--- src/rtl/pipe_stage_fifo_if.sv ---
// Valid/ready handshake bundle for pipe_stage_fifo: upstream (in_*) and downstream (out_*) sides.
interface pipe_stage_fifo_if #(
  parameter int unsigned DATA_W = 64,
  parameter int unsigned CTRL_W = 8
);
  logic              in_valid;
  logic              in_ready;
  logic [DATA_W-1:0] in_data;
  logic [CTRL_W-1:0] in_ctrl;
  logic              out_valid;
  logic              out_ready;
  logic [DATA_W-1:0] out_data;
  logic [CTRL_W-1:0] out_ctrl;

  modport master (
    output in_valid, in_data, in_ctrl, out_ready,
    input  in_ready, out_valid, out_data, out_ctrl
  );

  modport slave (
    input  in_valid, in_data, in_ctrl, out_ready,
    output in_ready, out_valid, out_data, out_ctrl
  );
endinterface

--- src/rtl/pipe_stage_fifo.sv ---
// Generic pipeline stage: DEPTH-entry circular buffer with valid/ready on both sides and flush.
// Define PIPE_STAGE_PERF_EN to enable the saturating stall/drop performance counters.
module pipe_stage_fifo #(
  parameter int unsigned DATA_W = 64,
  parameter int unsigned CTRL_W = 8,
  parameter int unsigned DEPTH  = 2,
  localparam int unsigned CNT_W = $clog2(DEPTH + 1)
) (
  input  logic             clk,
  input  logic             rst,
  input  logic             flush,
  pipe_stage_fifo_if.slave bus,
  output logic [CNT_W-1:0] count,
  output logic [15:0]      stall_cnt,
  output logic [15:0]      drop_cnt
);

  localparam int unsigned PTR_W = (DEPTH > 1) ? $clog2(DEPTH) : 1;

  logic [DATA_W-1:0] data_q [DEPTH];
  logic [CTRL_W-1:0] ctrl_q [DEPTH];
  logic [PTR_W-1:0]  rd_ptr;
  logic [PTR_W-1:0]  wr_ptr;
  logic              push;
  logic              pop;

  function automatic logic [PTR_W-1:0] next_ptr(input logic [PTR_W-1:0] p);
    if (p == PTR_W'(DEPTH - 1)) return '0;
    return p + PTR_W'(1);
  endfunction

  // Handshake decode works from registered count only, so no out_ready -> in_ready path exists.
  assign bus.in_ready  = (count < CNT_W'(DEPTH));
  assign bus.out_valid = (count != '0);
  assign bus.out_data  = bus.out_valid ? data_q[rd_ptr] : '0;
  assign bus.out_ctrl  = bus.out_valid ? ctrl_q[rd_ptr] : '0;

  assign push = bus.in_valid  & bus.in_ready  & ~flush;
  assign pop  = bus.out_valid & bus.out_ready & ~flush;

  // Buffer storage, pointers and occupancy; flush overrides any handshake.
  always_ff @(posedge clk or posedge rst) begin
    if (rst) begin
      count  <= '0;
      rd_ptr <= '0;
      wr_ptr <= '0;
      for (int i = 0; i < int'(DEPTH); i++) begin
        data_q[i] <= '0;
        ctrl_q[i] <= '0;
      end
    end else if (flush) begin
      count  <= '0;
      rd_ptr <= '0;
      wr_ptr <= '0;
      for (int i = 0; i < int'(DEPTH); i++) begin
        ctrl_q[i] <= '0;
      end
    end else begin
      if (push) begin
        data_q[wr_ptr] <= bus.in_data;
        ctrl_q[wr_ptr] <= bus.in_ctrl;
        wr_ptr         <= next_ptr(wr_ptr);
      end
      if (pop) begin
        rd_ptr <= next_ptr(rd_ptr);
      end
      case ({push, pop})
        2'b10:   count <= count + CNT_W'(1);
        2'b01:   count <= count - CNT_W'(1);
        default: count <= count;
      endcase
    end
  end

`ifdef PIPE_STAGE_PERF_EN
  logic [16:0] drop_sum;

  assign drop_sum = 17'(drop_cnt) + 17'(count) + 17'(bus.in_valid);

  // Saturating perf counters, cleared only by reset.
  always_ff @(posedge clk or posedge rst) begin
    if (rst) begin
      stall_cnt <= '0;
      drop_cnt  <= '0;
    end else begin
      if (bus.out_valid && !bus.out_ready && !flush && stall_cnt != 16'hFFFF) begin
        stall_cnt <= stall_cnt + 16'd1;
      end
      if (flush) begin
        drop_cnt <= drop_sum[16] ? 16'hFFFF : drop_sum[15:0];
      end
    end
  end
`else
  assign stall_cnt = 16'd0;
  assign drop_cnt  = 16'd0;
`endif

endmodule

--- src/flat_wrapper.sv ---
// flat-port wrapper written by rule: the top's interface ports become plain ports
module pipe_stage_fifo_flat 
#(
  parameter int unsigned DATA_W = 64,
  parameter int unsigned CTRL_W = 8,
  parameter int unsigned DEPTH  = 2,
  localparam int unsigned CNT_W = $clog2(DEPTH + 1)
)
  (clk, rst, flush, count, stall_cnt, drop_cnt, bus_in_valid, bus_in_data, bus_in_ctrl, bus_out_ready, bus_in_ready, bus_out_valid, bus_out_data, bus_out_ctrl);
  pipe_stage_fifo_if #(.DATA_W(DATA_W), .CTRL_W(CTRL_W)) bus_i ();
  input  logic clk;
  input  logic rst;
  input  logic flush;
  output logic [CNT_W-1:0] count;
  output logic [15:0] stall_cnt;
  output logic [15:0] drop_cnt;
  input wire logic [$bits(bus_i.in_valid)-1:0] bus_in_valid;
  input wire logic [$bits(bus_i.in_data)-1:0] bus_in_data;
  input wire logic [$bits(bus_i.in_ctrl)-1:0] bus_in_ctrl;
  input wire logic [$bits(bus_i.out_ready)-1:0] bus_out_ready;
  output wire logic [$bits(bus_i.in_ready)-1:0] bus_in_ready;
  output wire logic [$bits(bus_i.out_valid)-1:0] bus_out_valid;
  output wire logic [$bits(bus_i.out_data)-1:0] bus_out_data;
  output wire logic [$bits(bus_i.out_ctrl)-1:0] bus_out_ctrl;
  assign bus_i.in_valid = bus_in_valid;
  assign bus_i.in_data = bus_in_data;
  assign bus_i.in_ctrl = bus_in_ctrl;
  assign bus_i.out_ready = bus_out_ready;
  assign bus_in_ready = bus_i.in_ready;
  assign bus_out_valid = bus_i.out_valid;
  assign bus_out_data = bus_i.out_data;
  assign bus_out_ctrl = bus_i.out_ctrl;
  pipe_stage_fifo #(.DATA_W(DATA_W), .CTRL_W(CTRL_W), .DEPTH(DEPTH)) u_core (.clk(clk), .rst(rst), .flush(flush), .bus(bus_i), .count(count), .stall_cnt(stall_cnt), .drop_cnt(drop_cnt));
endmodule
--- config.mk ---
export PLATFORM = sky130hd
export DESIGN_NAME = pipe_stage_fifo_flat
export DESIGN_NICKNAME = d
export VERILOG_FILES = /design/src/rtl/pipe_stage_fifo_if.sv /design/src/rtl/pipe_stage_fifo.sv /design/src/flat_wrapper.sv
export SDC_FILE = /design/constraint.sdc
export NUM_CORES = 1
export LEC_CHECK = 0
export CAP_MARGIN = 20
export CELL_PAD_IN_SITES_DETAIL_PLACEMENT = 1
export CELL_PAD_IN_SITES_GLOBAL_PLACEMENT = 1
export CORE_MARGIN = 3
export CORE_UTILIZATION = 39
export DETAILED_ROUTE_END_ITERATION = 16
export PLACE_DENSITY = 0.84
export SLEW_MARGIN = 20
export SYNTH_ARGS = -nofsm -noshare
export SYNTH_HDL_FRONTEND = slang
export SYNTH_SLANG_ARGS = --single-unit
--- constraint.sdc ---
create_clock -name clk -period 6.3 [get_ports clk]
set_input_delay 1.26 -clock clk [delete_from_list [all_inputs] [get_ports clk]]
set_output_delay 1.26 -clock clk [all_outputs]
set_load 0.02 [all_outputs]
==> summary.md <==
| Metric | Value |
|---|---|
| Setup clock skew after layout | around 0.0085 ns |
| Overall track demand over capacity in global routing | 0.180 |
| Total instance count after detailed placement | 897 |
| Total congestion overflow | 0 |
| Wire length of the first global-routing pass | between 20 and 30 mm |
| Cell accounting for the most synthesized area | sky130_fd_sc_hd__dfrtp_1 |
| Endpoint class of the critical path | output pin |
| Static leakage | 3.78 nW |
| Worst Max-Slew Pin Slew | between 0.9 and 1 ns |
| Dominant combinational cell family by area after synthesis | multiplexers |
| Count of final max-slew check failures | 0 |
| Simple-Gate Fraction of Synth Area | 0.0597 |
| Reg area | about 0.0037 sq mm |
| Clock latency of the later-clocked register in the worst-skew pair | 0.41 ns |
| Core Area | roughly 0.017 sq mm |
| Maximum cell stage delay along the critical path | 0.79 ns |
| Wirelength, routed | 17.4 mm |
| Count of mapped cells out of synthesis | between 500 and 600 |
| Post-synthesis share of cell area spent on xor and xnor gates | 0.00252 |
| Count of final hold-check violations | 0 |
| Synth cell types | 22 |
| Worst min path class | reg2reg |
| Sequential fraction of design power | 0.425 |
| Power per unit of standard cell area | 345 mW/mm^2 |
| Clock root buffer | sky130_fd_sc_hd__clkbuf_16 |
| Antenna violations before repair | 0 |
| TritonCTS clock tree | yes |
| Synth-to-Final Area Change | 31.7% |
| Average size of a mapped cell | between 10 and 15 sq um |
| Sw Pwr | 840 uW |
| Worst Hold Slack | 0.487 ns |
| Max-Slew Margin vs Limit | 0.347 |
| Clk buf depth | 2 |
| Chip Width | 140 um |
| Outcome | finished, final reports clean |
| Fraction of the mapped netlist area in adder cells | 0 |
| Port-buffer cells | 152 |
| CTS clock-pin slew for the worst setup and hold paths | 0.06 ns |
| Sequential fraction of the synthesis area | 0.532 |
| Finished Core Util | 0.528 |
| Final Setup Violations | 0 |
| Sum Neg Setup Slack | 0 ns |
| Antenna-violating nets left | 0 |
| Initial DRC Count | 181 |
| Yosys warnings | 0 |
| Number of fill cells | 1741 |
| Required time at the endpoint of the critical path | a little over 5 ns |
| Detailed-router iteration count before antenna repair | 4 |
| Mapped Area | 0.00696 sq mm |
| Maximum number of pins on one net before global-route repair | 92 |
| Level count of the clock H-tree | 4 |
| Number of global-route vias before repair | 5388 |
| Synthesis-stage register bit count | ~150 |
| Largest driver fanout on the critical path | 37 |
| Die extent in y | 140 um |
| Kind of start point of the critical path | register |
| Number of hold-repair buffers added at the cts stage | 0 |
| Critical path type | reg2out |
| Clock sinks | 148 |
| Area of the multi-input gates | just under 0.003 sq mm |
| Synth Area in Compound Gates | 0.0149 |
| Resized Gates After CTS | 0 |
| Share of total power in combinational logic | 0.222 |
| Worst ir drop on vdd | ~0.00018 V |
| Clk network pwr share | 0.353 |
| Internal power of the cells | 2.33 mW |
| Post-synthesis mux area share | 0.324 |
| Die Footprint | 0.0195 sq mm |
| Switching share of power | 0.265 |
| Post-Layout Cell Count | 930 |
| Final Critical Period | 4.22 ns |
| Setup repair after global routing missed its margin | no |
| Final HPWL from detailed placement | ~12 mm |
| # Max-Cap Violations | 0 |
| DRC | 0 |
| Cell chain of the critical path | nor2_4 -> buf_4 -> nor2_1 -> clkdlybuf4s50_1 |
| I/O Pins | 185 |
| Effective utilization at floorplan | 0.401 |
| Portion of synthesized cell area occupied by the leading cell type | 0.532 |
| Leading post-synthesis cells by cell area | sky130_fd_sc_hd__dfrtp_1 (53%), sky130_fd_sc_hd__mux2_2 (19%), sky130_fd_sc_hd__mux2i_1 (12%), sky130_fd_sc_hd__nor2_1 (4.5%), sky130_fd_sc_hd__buf_4 (4.1%) |
| Fraction of final layout cells with drive strength greater than 1 | 0.229 |
| Vias | 4618 |
| Maximum operating frequency | ~0.24 GHz |
| CP arrival | 2.96 ns |
| Net count of the finished layout | 768 |
| Tcrit/Tclk final | 0.670 |
| Placement row count | 48 |
| Number of buffers created by CTS | 17 |
| GPL Wtd Cong | 0.742 |
| Vias per inst | 4.97 |
| Cell with the largest stage delay on the worst path | sky130_fd_sc_hd__nor2_4 |
| Setup repair bufs after CTS | 0 |
| Routed len/inst | 18.7 um |
## layout by cell type, fill, tap and decap left out, drive strengths merged
master         netlist  final
a21oi                9      9
a2bb2oi              1      1
buf                 54      7
bufinv               0      5
clkbuf              12     23
clkdlybuf4s50        0    152
clkinv               0      3
clkinvlp             0      1
conb                 1     32
dfrtp              148    148
diode                0      1
inv                  3      3
mux2               129    129
mux2i               80     80
nand2                8      8
nand2b               1      1
nand3b               1      1
nor2                84     84
nor2b                2      2
nor3                 1      1
nor3b                2      2
o21ai               10     10
xor2                 2      2
## cells by family (layout without fill, tap and decap cells)
| family | Yosys count | count (layout) |
|---|---|---|
| compound gates | 20 | 20 |
| xor+xnor | 2 | 2 |
| buf+inv | 69 | 194 |
| flops | 148 | 148 |
| mux | 209 | 209 |
| other cells | 1 | 33 |
| simple gates | 99 | 99 |
## stage by stage
step,area [sq um],power (mW),worst slack (ns)
after global routing,9160,3.32,1.88
after floorplan,7070,1.80,1.06
after CTS,9160,3.20,2.01
final,9170,3.17,2.08
after detailed placement,8500,2.07,2.47
after global placement,8500,2.01,2.53
## synthesized netlist by cell type
cell and count:
sky130_fd_sc_hd__nor3b_1 1, sky130_fd_sc_hd__nor2b_1 2, sky130_fd_sc_hd__conb_1 1, sky130_fd_sc_hd__a21oi_1 9, sky130_fd_sc_hd__nor3_4 1, sky130_fd_sc_hd__buf_4 38, sky130_fd_sc_hd__nand2b_4 1, sky130_fd_sc_hd__mux2i_1 80
sky130_fd_sc_hd__mux2_2 117, sky130_fd_sc_hd__inv_1 3, sky130_fd_sc_hd__mux2_1 12, sky130_fd_sc_hd__buf_2 10, sky130_fd_sc_hd__nand3b_1 1, sky130_fd_sc_hd__clkbuf_1 12, sky130_fd_sc_hd__dfrtp_1 148, sky130_fd_sc_hd__o21ai_0 10
sky130_fd_sc_hd__xor2_1 2, sky130_fd_sc_hd__buf_6 6, sky130_fd_sc_hd__nor3b_2 1, sky130_fd_sc_hd__nor2_1 84, sky130_fd_sc_hd__nand2_1 8, sky130_fd_sc_hd__a2bb2oi_1 1
## final timing paths
kind / end / depth (start not counted) / start / slack, ns
setup / recovery: bus_out_data[59] / 4 / u_core.count[1] / 2.08
hold / removal: u_core.data_q[121] / 1 / u_core.data_q[121] / 0.49
setup reg to reg: u_core.data_q[59] / 4 / u_core.count[1] / 4.27
hold reg to reg: u_core.data_q[121] / 1 / u_core.data_q[121] / 0.49
max in group asynchronous: u_core.data_q[7] / 3 / rst / 3.60
min in group asynchronous: u_core.data_q[104] / 2 / rst / 1.38
## power groups by stage
stage	sequential (mW)	combinational (mW)	clock [mW]
CTS	1.35	0.718	1.14
floorplan	1.29	0.502	0
global route	1.38	0.765	1.18
global placement	1.34	0.675	0
finish	1.35	0.704	1.12
detailed placement	1.36	0.711	0
## registers in the layout (all words and copies together) (netlist names)
register	count
u_core.count	2
u_core.ctrl_q	16
u_core.data_q	128
u_core.rd_ptr	1
u_core.wr_ptr	1
## metal layers
layer | share of wire | track usage | routed length, um
met5 | 0 | 0 | 0
met4 | 0.0097 | 0.0484 | 168
met3 | 0.053 | 0.0450 | 917
met2 | 0.52 | 0.326 | 9000
met1 | 0.42 | 0.214 | 7270
## layout make-up
type                            instances  share of cell area
Inverter                                3             0.00177
Clock buffer                           23              0.0532
Sequential cell                       148               0.405
Timing Repair Buffer                  159               0.172
Multi-Input combinational cell        362               0.319
Tap cell                              225              0.0307
Clock inverter                          9              0.0188
Antenna cell                            1            0.000273
## worst max-delay path: cells and delay by family (launching register included)
kind | cells | cell delay (ns)
AND/OR/NAND/NOR | 2 | 0.94
buffers and inverters | 2 | 1.08
flip-flops | 1 | 0.49
(Power assumes the default switching activity.)
